## src/rtl/uart_alu_iface.sv

```systemverilog
// ----------------------------------------------------------------------------
// uart_alu_iface
//
// Byte-serial ALU front end for a UART. Three bytes are pulled from the UART
// receive buffer (operand A, operand B, opcode); the result is computed as the
// opcode byte is consumed and is written back to the UART transmitter as one
// byte. An inter-byte timeout abandons a partially received transaction.
//
// Ports
//   clk      in   system clock, all state on the rising edge
//   reset    in   asynchronous, active-low reset
//   rx_empty in   UART receive buffer empty (0 = r_data holds a valid byte)
//   r_data   in   UART received byte [DBIT]
//   tx_full  in   UART transmit buffer occupied (1 = write not accepted)
//   rd_uart  out  one-cycle pulse consuming the byte on r_data
//   wr_uart  out  one-cycle pulse loading w_data into the transmitter
//   w_data   out  result byte [DBIT]
//   state_o  out  current FSM state (00 WAIT_A, 01 WAIT_B, 10 WAIT_OP, 11 SEND)
//
// Parameters
//   DBIT     operand/byte width (must equal the UART byte width, >= 6)
//   TIMEOUT  inter-byte timeout in clk cycles, 0 disables it
//   TO_BITS  timeout counter width, 2**TO_BITS > TIMEOUT
// ----------------------------------------------------------------------------
module uart_alu_iface #(
  parameter int DBIT    = 8,
  parameter int TIMEOUT = 50_000_000,
  parameter int TO_BITS = 26
) (
  input  logic            clk,
  input  logic            reset,
  input  logic            rx_empty,
  input  logic [DBIT-1:0] r_data,
  input  logic            tx_full,
  output logic            rd_uart,
  output logic            wr_uart,
  output logic [DBIT-1:0] w_data,
  output logic [1:0]      state_o
);

  localparam logic [1:0] WAIT_A  = 2'b00;
  localparam logic [1:0] WAIT_B  = 2'b01;
  localparam logic [1:0] WAIT_OP = 2'b10;
  localparam logic [1:0] SEND    = 2'b11;

  localparam logic [5:0] OP_ADD = 6'h20;
  localparam logic [5:0] OP_SUB = 6'h22;
  localparam logic [5:0] OP_AND = 6'h24;
  localparam logic [5:0] OP_OR  = 6'h25;
  localparam logic [5:0] OP_XOR = 6'h26;
  localparam logic [5:0] OP_NOR = 6'h27;
  localparam logic [5:0] OP_SRA = 6'h03;
  localparam logic [5:0] OP_SRL = 6'h02;

  localparam bit                 TO_EN   = (TIMEOUT != 0);
  localparam logic [TO_BITS-1:0] TO_LAST = TO_EN ? TO_BITS'(TIMEOUT - 1) : '0;
  // Shift amounts at or above the operand width saturate to all-zero or
  // all-sign rather than relying on the operator's out-of-range behaviour.
  localparam logic [DBIT-1:0]    SH_LIM  = DBIT'(DBIT);

  logic [1:0]         state;
  logic [1:0]         state_next;
  logic [DBIT-1:0]    a_reg;
  logic [DBIT-1:0]    b_reg;
  logic [TO_BITS-1:0] to_cnt;
  logic [TO_BITS-1:0] to_cnt_next;
  logic               to_fire;

  // Result of one ALU operation; only the low six opcode bits select it.
  function automatic logic [DBIT-1:0] alu_result(
    input logic [DBIT-1:0] a,
    input logic [DBIT-1:0] b,
    input logic [5:0]      op
  );
    logic signed [DBIT-1:0] a_s;
    logic signed [DBIT-1:0] sra_s;
    logic [DBIT-1:0]        res;
    a_s   = a;
    sra_s = a_s >>> b;
    res   = '0;
    case (op)
      OP_ADD: res = a + b;
      OP_SUB: res = a - b;
      OP_AND: res = a & b;
      OP_OR:  res = a | b;
      OP_XOR: res = a ^ b;
      OP_NOR: res = ~(a | b);
      OP_SRA: res = (b >= SH_LIM) ? {DBIT{a[DBIT-1]}} : sra_s;
      OP_SRL: res = (b >= SH_LIM) ? '0 : (a >> b);
      default: res = '0;
    endcase
    return res;
  endfunction

  always_comb begin
    state_next = state;
    rd_uart    = 1'b0;
    wr_uart    = 1'b0;
    to_fire    = 1'b0;
    case (state)
      WAIT_A: begin
        if (!rx_empty) begin
          rd_uart    = 1'b1;
          state_next = WAIT_B;
        end
      end
      WAIT_B: begin
        // An arriving byte wins over a timeout expiring in the same cycle.
        if (!rx_empty) begin
          rd_uart    = 1'b1;
          state_next = WAIT_OP;
        end else if (TO_EN && (to_cnt == TO_LAST)) begin
          to_fire    = 1'b1;
          state_next = WAIT_A;
        end
      end
      WAIT_OP: begin
        if (!rx_empty) begin
          rd_uart    = 1'b1;
          state_next = SEND;
        end else if (TO_EN && (to_cnt == TO_LAST)) begin
          to_fire    = 1'b1;
          state_next = WAIT_A;
        end
      end
      default: begin
        if (!tx_full) begin
          wr_uart    = 1'b1;
          state_next = WAIT_A;
        end
      end
    endcase
    // Strobes must be low while reset is held, even with a byte waiting.
    if (!reset) begin
      rd_uart = 1'b0;
      wr_uart = 1'b0;
    end
  end

  // The counter only runs while waiting for B or OP and restarts on every
  // state change, so it measures the gap since the last accepted byte.
  always_comb begin
    to_cnt_next = '0;
    if (TO_EN && (state_next == state) && ((state == WAIT_B) || (state == WAIT_OP)))
      to_cnt_next = to_cnt + 1'b1;
  end

  always_ff @(posedge clk or negedge reset) begin
    if (!reset) begin
      state  <= WAIT_A;
      to_cnt <= '0;
      a_reg  <= '0;
      b_reg  <= '0;
      w_data <= '0;
    end else begin
      state  <= state_next;
      to_cnt <= to_cnt_next;
      if (to_fire) begin
        a_reg <= '0;
        b_reg <= '0;
      end else if (rd_uart) begin
        case (state)
          WAIT_A:  a_reg  <= r_data;
          WAIT_B:  b_reg  <= r_data;
          // The opcode is used straight off r_data so the result is ready
          // in the first SEND cycle.
          WAIT_OP: w_data <= alu_result(a_reg, b_reg, r_data[5:0]);
          default: ;
        endcase
      end
    end
  end

  assign state_o = state;

endmodule

```

## config.mk

```make
export PLATFORM = sky130hd
export DESIGN_NAME = uart_alu_iface
export DESIGN_NICKNAME = d
export VERILOG_FILES = /design/src/rtl/uart_alu_iface.sv
export SDC_FILE = /design/constraint.sdc
export NUM_CORES = 1
export LEC_CHECK = 0
export BUFFER_PORTS_ARGS = -buffer_cell sky130_fd_sc_hd__buf_2
export CAP_MARGIN = 30
export CORE_MARGIN = 1
export CORE_UTILIZATION = 39
export CTS_BUF_LIST = sky130_fd_sc_hd__clkbuf_4 sky130_fd_sc_hd__clkbuf_8 sky130_fd_sc_hd__clkbuf_16
export DETAILED_ROUTE_END_ITERATION = 7
export PLACE_DENSITY = 0.65
export SLEW_MARGIN = 20
export SYNTH_ARGS = -nofsm -noshare
export SYNTH_HDL_FRONTEND = slang
export SYNTH_SLANG_ARGS = --single-unit
export TNS_END_PERCENT = 20
```

## constraint.sdc

```tcl
create_clock -name clk -period 5 [get_ports clk]
set_input_delay 0.75 -clock clk [delete_from_list [all_inputs] [get_ports clk]]
set_output_delay 0.75 -clock clk [all_outputs]
set_load 0.05 [all_outputs]
```

# After elaboration in Yosys (flattened, before gate mapping)
# Index checks and enable logic that the tools add are counted.
dict set report totals {
  regBits 52
  inputBits 12
}
dict set report op_classes {
  bitwise_logic 5
  eq_ne 12
  n_shift 2
  n_reduce_logical 11
  add_sub_neg 3
  mux 25
  magnitude_cmp 1
}
# operator count
set op_table {}
lappend op_table {{8-bit 2-to-1 mux} 8}
lappend op_table {{8-bit one-hot mux with 8 select lines} 1}
lappend op_table {{6-bit equality test, second input constant} 6}
lappend op_table {{26-bit by 1-bit adder with 26-bit output, second input constant} 1}
lappend op_table {{26-bit equality test, second input constant} 1}
lappend op_table {{26-bit 2-to-1 mux} 1}
lappend op_table {{6-bit by 2-bit equality test with 1-bit output, second input constant} 2}
lappend op_table {{2-bit 2-to-1 mux} 5}
lappend op_table {{1-bit 2-to-1 mux} 9}
lappend op_table {{8-bit adder} 1}
lappend op_table {{8-bit bitwise AND} 1}
lappend op_table {{8-bit by 4-bit >= comparator with 1-bit output, second input constant} 1}
lappend op_table {{8-bit NOT} 1}
lappend op_table {{8-bit bitwise OR} 1}
lappend op_table {{8-bit by 8-bit right shift with 8-bit output} 1}
lappend op_table {{8-bit by 8-bit >>> shifter with 8-bit output} 1}
lappend op_table {{8-bit subtractor} 1}
lappend op_table {{8-bit bitwise XOR} 1}
lappend op_table {{2-bit one-hot mux with 3 select lines} 1}
lappend op_table {{2-bit nonzero test} 3}
lappend op_table {{2-bit AND reduction} 2}
lappend op_table {{3-bit AND reduction} 1}
lappend op_table {{3-bit OR reduction} 1}
lappend op_table {{2-bit by 1-bit equality test with 1-bit output, second input constant} 1}
lappend op_table {{other kinds (7)} 7}

# Longest topological paths before layout
# Gate-level depths: netlist (run 1).
dict set report depth {
  depth_word 7
  mapped_depth 13
  ltp_nobuf 11
}

# Least setup slack after synthesis (run 1)
# No wires, ideal clock.
dict set report synth_path {
  kind {input -> register}
  start {input r_data[0]}
  end {register w_data[7]}
  path_buffers 2
  slack_ps 1538
  t_required_ps 4876
  arrival_time_ps 3338
  setup_time_ps 124
  cell_stages 12
  cell_sequence {clkbuf_1 > nor4b_1 > and3b_1 > clkbuf_1 > mux2i_1 > ha_1 > nor2b_1 > o2111ai_1 > nand3_1 > o41ai_1 > xnor2_1 > a211o_1}
}
dict set report synth_via {
  elab_chain_cells 2
  elab_cells_between_ends 9
}
# item line
set synth_rtl {}
lappend synth_rtl {{from (decl)} 33} ;# input logic [DBIT-1:0] r_data,
lappend synth_rtl {{6-bit by 2-bit equality test with 1-bit output or 6-bit equality test (tied branches)} 81} ;# case (op)
lappend synth_rtl {{8-bit one-hot mux with 8 select lines (*)} 81}
lappend synth_rtl {{to (signal assigned)} 167} ;# WAIT_OP: w_data <= alu_result(a_reg, b_reg, r_data[5:0]);
lappend synth_rtl {{to (decl)} 37} ;# output logic [DBIT-1:0] w_data,
# Mark *: on every way between the ends. The rest lies on a longest branch, timed or not.
# A chain may end at the register's enable or synchronous reset.

# Final worst setup path (run 1)
# Ends and elaborated chain as after synthesis.

==> reports/qor.txt, run 1 <==
Sw Ratio -> 49.2%
Core Util, Final -> 43.7%
clk slew on worst S/H paths -> 0.10 ns
core area -> 9950 um2
commonest cells in the netlist -> nor2_1 (91), dfrtp_1 (52), a21oi_1 (34)
Syn Std Cell Area -> 4060 um2
status -> complete, no violations
antenna violations before repair -> 0
Cells after Synth -> 490
Die W -> 104 um
RSZ-0062 raised after global routing -> no
top post-synthesis cells by area -> dfrtp_1 (32%), ha_1 (8.9%), nor2_1 (8.4%), xnor2_1 (6.9%), a21oi_1 (4.2%)
Critical Path Slowest Stage Cell -> nor4b_1
cts hold-fix bufs -> 0
final cell count without fillers -> 630
nets -> 538
Yosys top cell by area -> dfrtp_1
Max clock buf depth -> 2
Internal -> 0.00126 W
Largest register FFs -> 26
Boundary Pins -> 24
H-tree Lvls -> 2
Slew @ Worst Pin -> 0.806 ns
EDFF count, synth -> 0
Final Skew -> 0.00682 ns
total global routing overflow -> 0
#FFs+latches synth -> 52
DRC -> 0
Pins Over Slew Limit -> 0
Pre-antenna DRT Iters -> 4
Unique masters post-synth -> 65
Resize count post-CTS -> 0
Post-CTS Setup Bufs -> 0
Hold Path Origin -> w_data[2]$_DFFE_PN0P_
CP startpoint -> r_data[0]
Post-Route WL -> 10400 um
global-route usage over all layers -> 20.1%
Yosys Warn Count -> 0
Synth async-reset ratio -> 100%
cell-by-cell trace of the critical path -> buf_2, nor4b_1, and3b_1, mux2i_1, ha_1, nor2b_1, o2111ai_1, nand3_1, o41ai_1, xnor2_1, a211o_1
startpoint type of the worst setup path -> input pin
vias in the first global route -> 3500
Setup TNS Final -> 0 ns
CTS tree -> yes
top layer reached by signal wires -> met4
total of max-cap violations -> 0
WP data required -> 5.21 ns
Crit. End Element -> register
Metal-1 WL -> 4660 um
first-pass GRT wire length -> 17300 um
Post-DRT Antenna Nets -> 0
Worst-Skew Late Latency -> 0.32 ns
CTS Buf Count -> 5
Synth Flop Type -> dfrtp_1
Pwr Density -> 570 nW/um2
Root Buffer -> clkbuf_8
placed cell area -> 4230 um2
Seq pwr share -> 28.2%
Avg WL per Cell -> 16.5 um
Final Instance Area -> 4350 um2
largest net degree at the start of global routing -> 54
slew margin rel. -> 45.8%
share of cells above drive strength 1 -> 8.85%
Largest Register -> to_cnt
Die ar. -> 10800 um2
DR WL met3 -> 755 um
die height -> 104 um
Final setup violation count -> 0
hold_ws -> 0.494 ns
vias per cell -> 5.67
Ant. Diodes -> 0
sequential area share after synthesis -> 32.0%
Critical Path Max Stage Delay -> 0.44 ns
starting density of the core -> 40.8%
R2R Path Start -> b_reg[1]$_DFFE_PN0P_
max frequency -> 285 MHz
Layout area overhead -> 7.05%
Placed Cells incl. Taps -> 622
dpl hpwl -> 7840 um
Final Hold Fails -> 0
vias post-DR -> 3575
Port-buffer cells -> 23
Sw Pwr -> 0.00122 W
1st-iter DRT viols -> 257
Critical Path Fanout Max -> 28
Synth top area share -> 32.0%
Tcrit/Tclk final -> 70.2%
Syn Area/Cell -> 8.29 um2
GPL Wtd Cong -> 0.903
critical path type -> in2reg
critical path data arrival time -> 3.72 ns
worst vdd ir -> 0.000282 V
WL met2 -> 4710 um
Min-Delay Path Class -> reg2reg
leak pwr -> 1.88 nW
Std-Cell Rows -> 36
Gate power share -> 59.3%
CTS sink count -> 52
Clock Power Share -> 12.5%
Syn Nets -> 532
top-count cell post-synth -> nor2_1
fin crit period -> 3.51 ns
through the flow:
step / power (W) / setup slack (ns)
CTS: 0.00248 / 1.55
finish: 0.00248 / 1.49
floorplan: 0.00182 / 1.54
detailed placement: 0.00216 / 1.25
global route: 0.00269 / 1.41
global placement: 0.00208 / 1.34
cells by family after synthesis:
family | synth area share, %
compound gates | 15.4
xor+xnor | 9.70
fa+ha+maj | 9.42
buf+inv | 5.57
flops | 32.0
mux | 2.99
simple gates | 24.9
power groups by stage:
stage	registers, W	clock network, W	logic (W)
2_1_floorplan	0.000649	0	0.00117
6_report	0.000699	0.000309	0.00147
4_1_cts	0.000694	0.000321	0.00146
3_3_place_gp	0.000702	0	0.00137
3_5_place_dp	0.000704	0	0.00145
5_1_grt	0.000714	0.000332	0.00164
cell usage in the layout, fill, tap and decap left out, types with 2 or more instances in the layout:
master / netlist / final
nor2_1: 91 / 91
dfrtp_1: 52 / 52
a21oi_1: 34 / 34
xnor2_1: 32 / 32
ha_1: 29 / 29
nand2_1: 28 / 28
inv_1: 25 / 25
buf_2: 1 / 23
nand3_1: 18 / 18
xor2_1: 13 / 13
a211oi_1: 12 / 12
mux2i_1: 11 / 11
o21ai_0: 10 / 10
nand4_1: 7 / 7
and2_1: 6 / 6
and4_1: 6 / 6
nor2b_1: 6 / 6
nand2b_1: 6 / 6
a21o_1: 5 / 5
nor3_1: 5 / 5
nor4_1: 5 / 5
and3_1: 5 / 5
clkbuf_8: 0 / 5
or2_2: 4 / 4
nor3b_1: 4 / 4
o22ai_1: 4 / 4
nor4b_1: 3 / 3
a31oi_1: 3 / 3
o21ai_1: 3 / 3
o31ai_1: 2 / 2
o21a_1: 2 / 2
a221o_1: 2 / 2
o211ai_1: 2 / 2
worst max-delay path, delay by kind of cell:
kind / cells / cell delay, ns
AND/OR/NAND/NOR: 4 / 1.10
adder cells (fa/ha/maj): 1 / 0.30
AO/OA/AOI/OAI: 3 / 0.83
XOR/XNOR: 1 / 0.12
multiplexers: 1 / 0.36
buffers and inverters: 1 / 0.26
final cells by class:
class / instances / area (um2)
clock buffer: 5 / 68.8
timing repair buffer: 25 / 138
clock inverter: 3 / 46.3
fill: 979 / 5610
multi-input combinational: 387 / 2530
sequential: 52 / 1300
inverter: 25 / 93.8
tap: 133 / 166
path summary, 6_finish.rpt:
| path | end | slack [ns] | depth (start not counted) |
|---|---|---|---|
| max reg2reg | w_data[7]$_DFFE_PN0P_ | 1.63 | 10 |
| min reg2reg | w_data[2]$_DFFE_PN0P_ | 0.49 | 2 |
| max in group asynchronous | b_reg[4]$_DFFE_PN0P_ | 3.93 | 2 |
| min in group asynchronous | a_reg[4]$_DFFE_PN0P_ | 0.59 | 2 |
| max | w_data[7]$_DFFE_PN0P_ | 1.49 | 11 |
| min | w_data[2]$_DFFE_PN0P_ | 0.49 | 2 |
routing by layer:
layer / vias to the layer above / global-route usage, %
met5: - / 0
met4: 0 / 7.45
met3: 20 / 4.51
met2: 112 / 32.4
met1: 1726 / 26.2
li1: 1717 / -
Note: power is estimated with default switching activity, not from simulation.
==> inputs of run 2 (changes only) <==
- ABC_AREA: not set -> 1
- clock period: 5 -> 3.35 ns (I/O delays scaled with it)
==> reports/qor.txt, run 2 <==
status -> complete, no violations (unchanged)
sequential area share after synthesis -> 29.4% (was 32.0%)
Clock Power Share -> 14.1% (was 12.5%)
critical path type -> reg2reg (was in2reg)
Pins Over Slew Limit -> 0 (unchanged)
Post-DRT Antenna Nets -> 0 (unchanged)
total design power -> 0.00375 W (was 0.00248 W)
Internal -> 0.00174 W (was 0.00126 W)
startpoint type of the worst setup path -> register (was input pin)
Yosys Warn Count -> 0 (unchanged)
Avg WL per Cell -> 14.6 um (was 16.5 um)
Root Buffer -> clkbuf_16 (was clkbuf_8)
global-route usage over all layers -> 21.0% (was 20.1%)
Seq pwr share -> 26.3% (was 28.2%)
most common cell after layout, fill and taps aside -> nand2_1 (was nor2_1)
top-count cell post-synth -> nand2_1 (was nor2_1)
Gate power share -> 59.6% (was 59.3%)
Setup TNS Final -> 0 ns (unchanged)
1st-iter DRT viols -> 242 (was 257)
CTS sink count -> 52 (unchanged)
Largest Register -> to_cnt (unchanged)
commonest non-fill, non-tap cells in the layout -> nand2_1 (200), inv_1 (68), dfrtp_1 (52), nor2_1 (39), nand3_1 (36) (was nor2_1 (91), dfrtp_1 (52), a21oi_1 (34), xnor2_1 (32), ha_1 (29))
H-tree Lvls -> 2 (unchanged)
CTS Buf Count -> 5 (unchanged)
DRC -> 0 (unchanged)
Final Skew -> 0.00431 ns (was 0.00682 ns)
GPL Wtd Cong -> 0.958 (was 0.903)
vias post-DR -> 4078 (was 3575)
Post-Route WL -> 11500 um (was 10400 um)
Final Hold Fails -> 0 (unchanged)
critical path data arrival time -> 2.97 ns (was 3.72 ns)
clk slew on worst S/H paths -> 0.07 ns (was 0.10 ns)
first-pass GRT wire length -> 19300 um (was 17300 um)
Max clock buf depth -> 2 (unchanged)
total global routing overflow -> 0 (unchanged)
Yosys top cell by area -> dfrtp_1 (unchanged)
antenna violations before repair -> 0 (unchanged)
Syn Std Cell Area -> 4420 um2 (was 4060 um2)
Synth Flop Type -> dfrtp_1 (unchanged)
nets -> 688 (was 538)
Slew @ Worst Pin -> 0.674 ns (was 0.806 ns)
WP data required -> 3.53 ns (was 5.21 ns)
#FFs+latches synth -> 52 (unchanged)
hold_ws -> 0.351 ns (was 0.494 ns)
leak pwr -> 2.30 nW (was 1.88 nW)
max frequency -> 359 MHz
Final setup violation count -> 0 (unchanged)
Resize count post-CTS -> 0 (unchanged)
Critical Path Fanout Max -> 13 (was 28)
Tcrit/Tclk final -> 83.2%
Synth top area share -> 29.4% (was 32.0%)
die height -> 109 um (was 104 um)
Std-Cell Rows -> 38 (was 36)
worst setup margin -> 0.562 ns (was 1.49 ns)
vias per cell -> 5.19 (was 5.67)
Crit. End Element -> register (unchanged)
slew margin rel. -> 55.0% (was 45.8%)
final cell count without fillers -> 786 (was 630)
Ant. Diodes -> 0 (unchanged)
Die ar. -> 11800 um2 (was 10800 um2)
core area -> 10900 um2 (was 9950 um2)
cts hold-fix bufs -> 0 (unchanged)
Sw Pwr -> 0.00201 W (was 0.00122 W)
Syn Nets -> 664 (was 532)
total of max-cap violations -> 0 (unchanged)
starting density of the core -> 40.5% (was 40.8%)
vias in the first global route -> 3924 (was 3500)
Pwr Density -> 783 nW/um2 (was 570 nW/um2)
Pre-antenna DRT Iters -> 5 (was 4)
Boundary Pins -> 24 (unchanged)
Layout area overhead -> 8.29% (was 7.05%)
Cells after Synth -> 622 (was 490)
CTS tree -> yes (unchanged)
Post-CTS Setup Bufs -> 0 (unchanged)
largest net degree at the start of global routing -> 54 (unchanged)
Die W -> 109 um (was 104 um)
commonest cells in the netlist -> nand2_1 (200), inv_1 (68), dfrtp_1 (52) (was nor2_1 (91), dfrtp_1 (52), a21oi_1 (34))
dpl hpwl -> 8910 um (was 7840 um)
Placed Cells incl. Taps -> 779 (was 622)
RSZ-0062 raised after global routing -> no (unchanged)
Synth async-reset ratio -> 100% (unchanged)
Sw Ratio -> 53.7% (was 49.2%)
share of cells above drive strength 1 -> 14.6% (was 8.85%)
worst vdd ir -> 0.000667 V (was 0.000282 V)
Port-buffer cells -> 23 (unchanged)
Min-Delay Path Class -> in2async (was reg2reg)
Worst-Skew Late Latency -> 0.29 ns (was 0.32 ns)
fin crit period -> 2.79 ns
top post-synthesis cells by area -> dfrtp_1 (29%), nand2_1 (17%), ha_1 (8.2%), inv_1 (5.8%), nor3_2 (4.8%) (was dfrtp_1 (32%), ha_1 (8.9%), nor2_1 (8.4%), xnor2_1 (6.9%), a21oi_1 (4.2%))
Syn Area/Cell -> 7.11 um2 (was 8.29 um2)
EDFF count, synth -> 0 (unchanged)
Largest register FFs -> 26 (unchanged)
Unique masters post-synth -> 43 (was 65)
Setup WS pre-CTS -> 0.317 ns (was 1.25 ns)
[run 2: changes by cell type in the layout (fill, tap and decap cells not counted), moves of 8 or more]
cell / delta
a211oi_1: -11
a21oi_1: -11
inv_1: +43
mux2i_1: -10
nand2_1: +172
nand3_1: +18
nor2_1: -52
nor2_2: +8
nor3_1: +12
nor3_2: +20
o21ai_0: +12
o21ai_2: +8
xnor2_1: -27
xor2_1: +9
[run 2: final timing paths]
check                                       from                    end  slack (ns)  depth (start not counted)
min                                        reset    to_cnt[7]$_DFF_PN0_        0.35                          2
max                         b_reg[1]$_DFFE_PN0P_  w_data[5]$_DFFE_PN0P_        0.56                         16
max in group asynchronous                  reset  w_data[3]$_DFFE_PN0P_        2.55                          2
min in group clk           w_data[0]$_DFFE_PN0P_  w_data[0]$_DFFE_PN0P_        0.48                          2
max reg2reg                 b_reg[1]$_DFFE_PN0P_  w_data[5]$_DFFE_PN0P_        0.56                         16
min reg2reg                w_data[0]$_DFFE_PN0P_  w_data[0]$_DFFE_PN0P_        0.48                          2
[run 2: worst max-delay path: stages, from the launching register on]
cell and delay (ns):
dfrtp_1 0.61, inv_1 0.13, ha_1 0.22, or2_2 0.31, xor2_1 0.15, ha_1 0.35
nand3_1 0.09, nand2_1 0.13, nand2_1 0.07, a21oi_1 0.15, a21oi_1 0.08, o21ai_0 0.08
nand2_1 0.10, inv_1 0.07, nand2_1 0.05, nand2_1 0.05, nand2_1 0.05
[run 2: power groups by stage]
| stage | Sequential (W) | Combinational (W) | Clock, W |
|---|---|---|---|
| final | 0.000986 | 0.00224 | 0.000531 |
| after floorplan | 0.00103 | 0.00176 | 0 |
| after CTS | 0.000984 | 0.00222 | 0.000541 |
| after global routing | 0.00101 | 0.00253 | 0.000561 |
| after detailed placement | 0.000994 | 0.00221 | 0 |
| after global placement | 0.000994 | 0.00219 | 0 |
[run 2: stage by stage]
| stage | utilization, % | instance area, um2 |
|---|---|---|
| 2_1_floorplan | - | 4420 |
| 3_3_place_gp | 42.5 | 4640 |
| 3_5_place_dp | 42.5 | 4640 |
| 4_1_cts | 43.8 | 4790 |
| 5_1_grt | 43.8 | 4790 |
| 6_report | 43.8 | 4790 |
[run 2: cells by family after synthesis]
family                     count (synthesis)  share of synthesized area, %
adders and majority gates                 30                          8.65
xor gates and xnor gates                  27                          5.34
muxes                                      1                         0.226
DFF                                       52                          29.4
buffers and inverters                     84                          8.57
AOI/OAI and AO/OA                         74                          9.67
and+or+nand+nor                          354                          38.1
[run 2: routing by layer]
layer / vias to the layer above / GRT usage, % / routed length [um]
li1: 2064 / - / -
met1: 1901 / 29.7 / 5720
met2: 105 / 32.6 / 5110
met3: 8 / 3.86 / 526
met4: 0 / 5.31 / 104
met5: - / 0 / 0
[run 2: cell type report]
cell class	count	area (um2)
clock inverter	1	8.76
multi-input combinational	486	2740
timing repair buffer	27	145
fill	1160	6140
inverter	74	278
clock buffer	6	139
sequential	52	1300
tap	140	175
==> inputs of run 3 (changes only) <==
- PLACE_DENSITY: 0.65 -> 0.67
- clock period: 3.35 -> 2.4 ns (I/O delays scaled with it)
==> reports/qor.txt, run 3 (synthesis gave the netlist of run 2 again) <==
Largest register FFs -> 26 (unchanged)
Die ar. -> 11800 um2 (unchanged)
Pins Over Slew Limit -> 0 (unchanged)
Critical path buffers and inverters -> 1 (was 2)
Max clock buf depth -> 2 (unchanged)
GPL Wtd Cong -> 0.931 (was 0.958)
max frequency -> 417 MHz (was 359 MHz)
Final Skew -> 0.00416 ns (was 0.00431 ns)
Std-Cell Rows -> 38 (unchanged)
1st-iter DRT viols -> 284 (was 242)
core area -> 10900 um2 (unchanged)
share of cells above drive strength 1 -> 23.0% (was 14.6%)
clk slew on worst S/H paths -> 0.07 ns (about the same)
placed cell area -> 4890 um2 (was 4640 um2)
cts hold-fix bufs -> 0 (unchanged)
vias per cell -> 5.18 (was 5.19)
global-route usage over all layers -> 21.7% (was 21.0%)
H-tree Lvls -> 2 (unchanged)
worst reg2reg endpoint -> w_data[4]$_DFFE_PN0P_ (was w_data[5]$_DFFE_PN0P_)
Critical Path Slowest Stage Cell -> dfrtp_1 (unchanged)
Post-Route WL -> 11900 um (was 11500 um)
startpoint type of the worst setup path -> register (unchanged)
largest net degree at the start of global routing -> 46 (was 54)
critical path type -> reg2reg (unchanged)
Final setup violation count -> 0 (unchanged)
CP startpoint -> b_reg[1]$_DFFE_PN0P_ (unchanged)
Crit. End Element -> register (unchanged)
status -> complete, no violations (unchanged)
R2R cell count -> 14 (was 16)
CTS sink count -> 52 (unchanged)
Die W -> 109 um (unchanged)
FILL cells -> 1106 (was 1160)
RSZ-0062 raised after global routing -> yes (was no)
Port-buffer cells -> 23 (unchanged)
Tcrit/Tclk final -> 99.9% (was 83.2%)
Min-Delay Path Class -> in2async (unchanged)
Ant. Diodes -> 0 (unchanged)
die height -> 109 um (unchanged)
Final Hold Fails -> 0 (unchanged)
Stages on worst setup path -> 14 (was 16)
cell-by-cell trace of the critical path -> buf_4, nor3_4, or2_2, xor2_1, ha_2, nand3_1, nand2_1, a21oi_1, o21ai_1, nand3_1, a21oi_2, nand2_1, nand2_1, nand2_1 (was inv_1, ha_1, or2_2, xor2_1, ha_1, nand3_1, nand2_1, nand2_1, a21oi_1, a21oi_1, o21ai_0, nand2_1, inv_1, nand2_1, nand2_1, nand2_1)
total design power -> 0.00600 W (was 0.00375 W)
total of max-cap violations -> 0 (unchanged)
Placed Cells incl. Taps -> 811 (was 779)
slew margin rel. -> 60.8% (was 55.0%)
Boundary Pins -> 24 (unchanged)
Worst-Skew Late Latency -> 0.29 ns (about the same)
Post-DRT Antenna Nets -> 0 (unchanged)
starting density of the core -> 40.5% (unchanged)
largest delay contributor family on the critical path -> simple AND/OR/NAND/NOR gates (unchanged)
antenna violations before repair -> 0 (unchanged)
CP most frequent cell -> nand2_1 (unchanged)
Layout area overhead -> 17.2% (was 8.29%)
fin crit period -> 2.40 ns (was 2.79 ns)
worst setup path endpoint -> w_data[4]$_DFFE_PN0P_ (was w_data[5]$_DFFE_PN0P_)
critical path data arrival time -> 2.57 ns (was 2.97 ns)
Critical Path Fanout Max -> 5 (was 13)
CTS Buf Count -> 5 (unchanged)
total global routing overflow -> 0 (unchanged)
WP data required -> 2.58 ns (was 3.53 ns)
dpl hpwl -> 9120 um (was 8910 um)
commonest non-fill, non-tap cells in the layout -> nand2_1 (197), inv_1 (67), dfrtp_1 (51), buf_4 (40), nor2_1 (37) (was nand2_1 (200), inv_1 (68), dfrtp_1 (52), nor2_1 (39), nand3_1 (36))
Pre-antenna DRT Iters -> 7 (was 5)
vias post-DR -> 4269 (was 4078)
Largest Register -> to_cnt (unchanged)
Final Instance Area -> 5180 um2 (was 4790 um2)
Critical Path Max Stage Delay -> 0.41 ns (was 0.61 ns)
reg2reg setup slack -> 0.003 ns (was 0.56 ns)
leak pwr -> 2.50 nW (was 2.30 nW)
Pwr Density -> 1160 nW/um2 (was 783 nW/um2)
vias in the first global route -> 4101 (was 3924)
nets -> 725 (was 688)
most common cell after layout, fill and taps aside -> nand2_1 (unchanged)
worst vdd ir -> 0.00103 V (was 0.000667 V)
Avg WL per Cell -> 14.4 um (was 14.6 um)
Root Buffer -> clkbuf_16 (unchanged)
Slew @ Worst Pin -> 0.587 ns (was 0.674 ns)
final cell count without fillers -> 824 (was 786)
R2R Path Start -> b_reg[1]$_DFFE_PN0P_ (unchanged)
CTS tree -> yes (unchanged)
DRC -> 0 (unchanged)
first-pass GRT wire length -> 20100 um (was 19300 um)
Setup TNS Final -> 0 ns (unchanged)
[run 3: cell types whose count changed in the layout (fill, tap and decap cells not counted), sizes merged]
| cell | change |
|---|---|
| buf | +37 |
| clkbuf | +1 |
[run 3: metal layers]
layer	share of wire (%)	track usage, %	vias to the layer above
met2	44	33.5	137
met5	0	0	-
met4	2.0	5.41	0
met3	5.7	2.95	22
li1	-	-	2136
met1	49	31.7	1974
[run 3: cell type report]
cell class	instances	area [um2]	area share [%]
Clock buffer	7	140	2.70
Clock inverter	1	8.76	0.169
Inverter	74	279	5.38
Multi-Input combinational cell	486	2850	55.0
Sequential cell	52	1300	25.1
Tap cell	140	175	3.38
Timing Repair Buffer	64	427	8.23
[run 3: through the flow]
step,utilization (%),hold WS (ns),setup WS [ns]
5_1_grt,47.4,0.0831,-0.126
2_1_floorplan,-,0.0644,-0.0318
6_report,47.4,0.0702,0.00311
4_1_cts,46.6,0.0741,-0.0176
3_3_place_gp,44.8,0.388,-0.173
3_5_place_dp,44.8,0.384,-0.234
[run 3: what timing repair did]
action                                  4_1_cts  5_1_grt
pin swaps                                     3       13
setup buffers                                 2        3
resized for setup                             9       23
endpoints found under the setup margin        6        7
[run 3: worst register-to-register path, stage by stage (launching register included)]
cell     delay, ns
dfrtp_1       0.41
buf_4         0.17
nor3_4        0.05
or2_2         0.30
xor2_1        0.16
ha_2          0.37
nand3_1       0.10
nand2_1       0.12
a21oi_1       0.07
o21ai_1       0.10
nand3_1       0.15
a21oi_2       0.13
nand2_1       0.07
nand2_1       0.06
nand2_1       0.05
[run 3: how the worst min path moves through the flow]
stage	startpoint	end	cells past startpoint
floorplan	reset	a_reg[0]$_DFFE_PN0P_	0
global placement	reset	state_o[0]$_DFF_PN0_	2
detailed placement	reset	state_o[0]$_DFF_PN0_	2
CTS	reset	state_o[1]$_DFF_PN0_	2
global route	reset	state_o[0]$_DFF_PN0_	2
finish	reset	state_o[1]$_DFF_PN0_	2
[run 3: power by group]
part / internal [W] / total (W) / leakage (nW) / switching [W]
registers: 0.00106 / 0.00132 / 0.697 / 0.000259
logic: 0.00143 / 0.00394 / 1.73 / 0.00252
clock network: 0.000413 / 0.000730 / 0.0749 / 0.000317
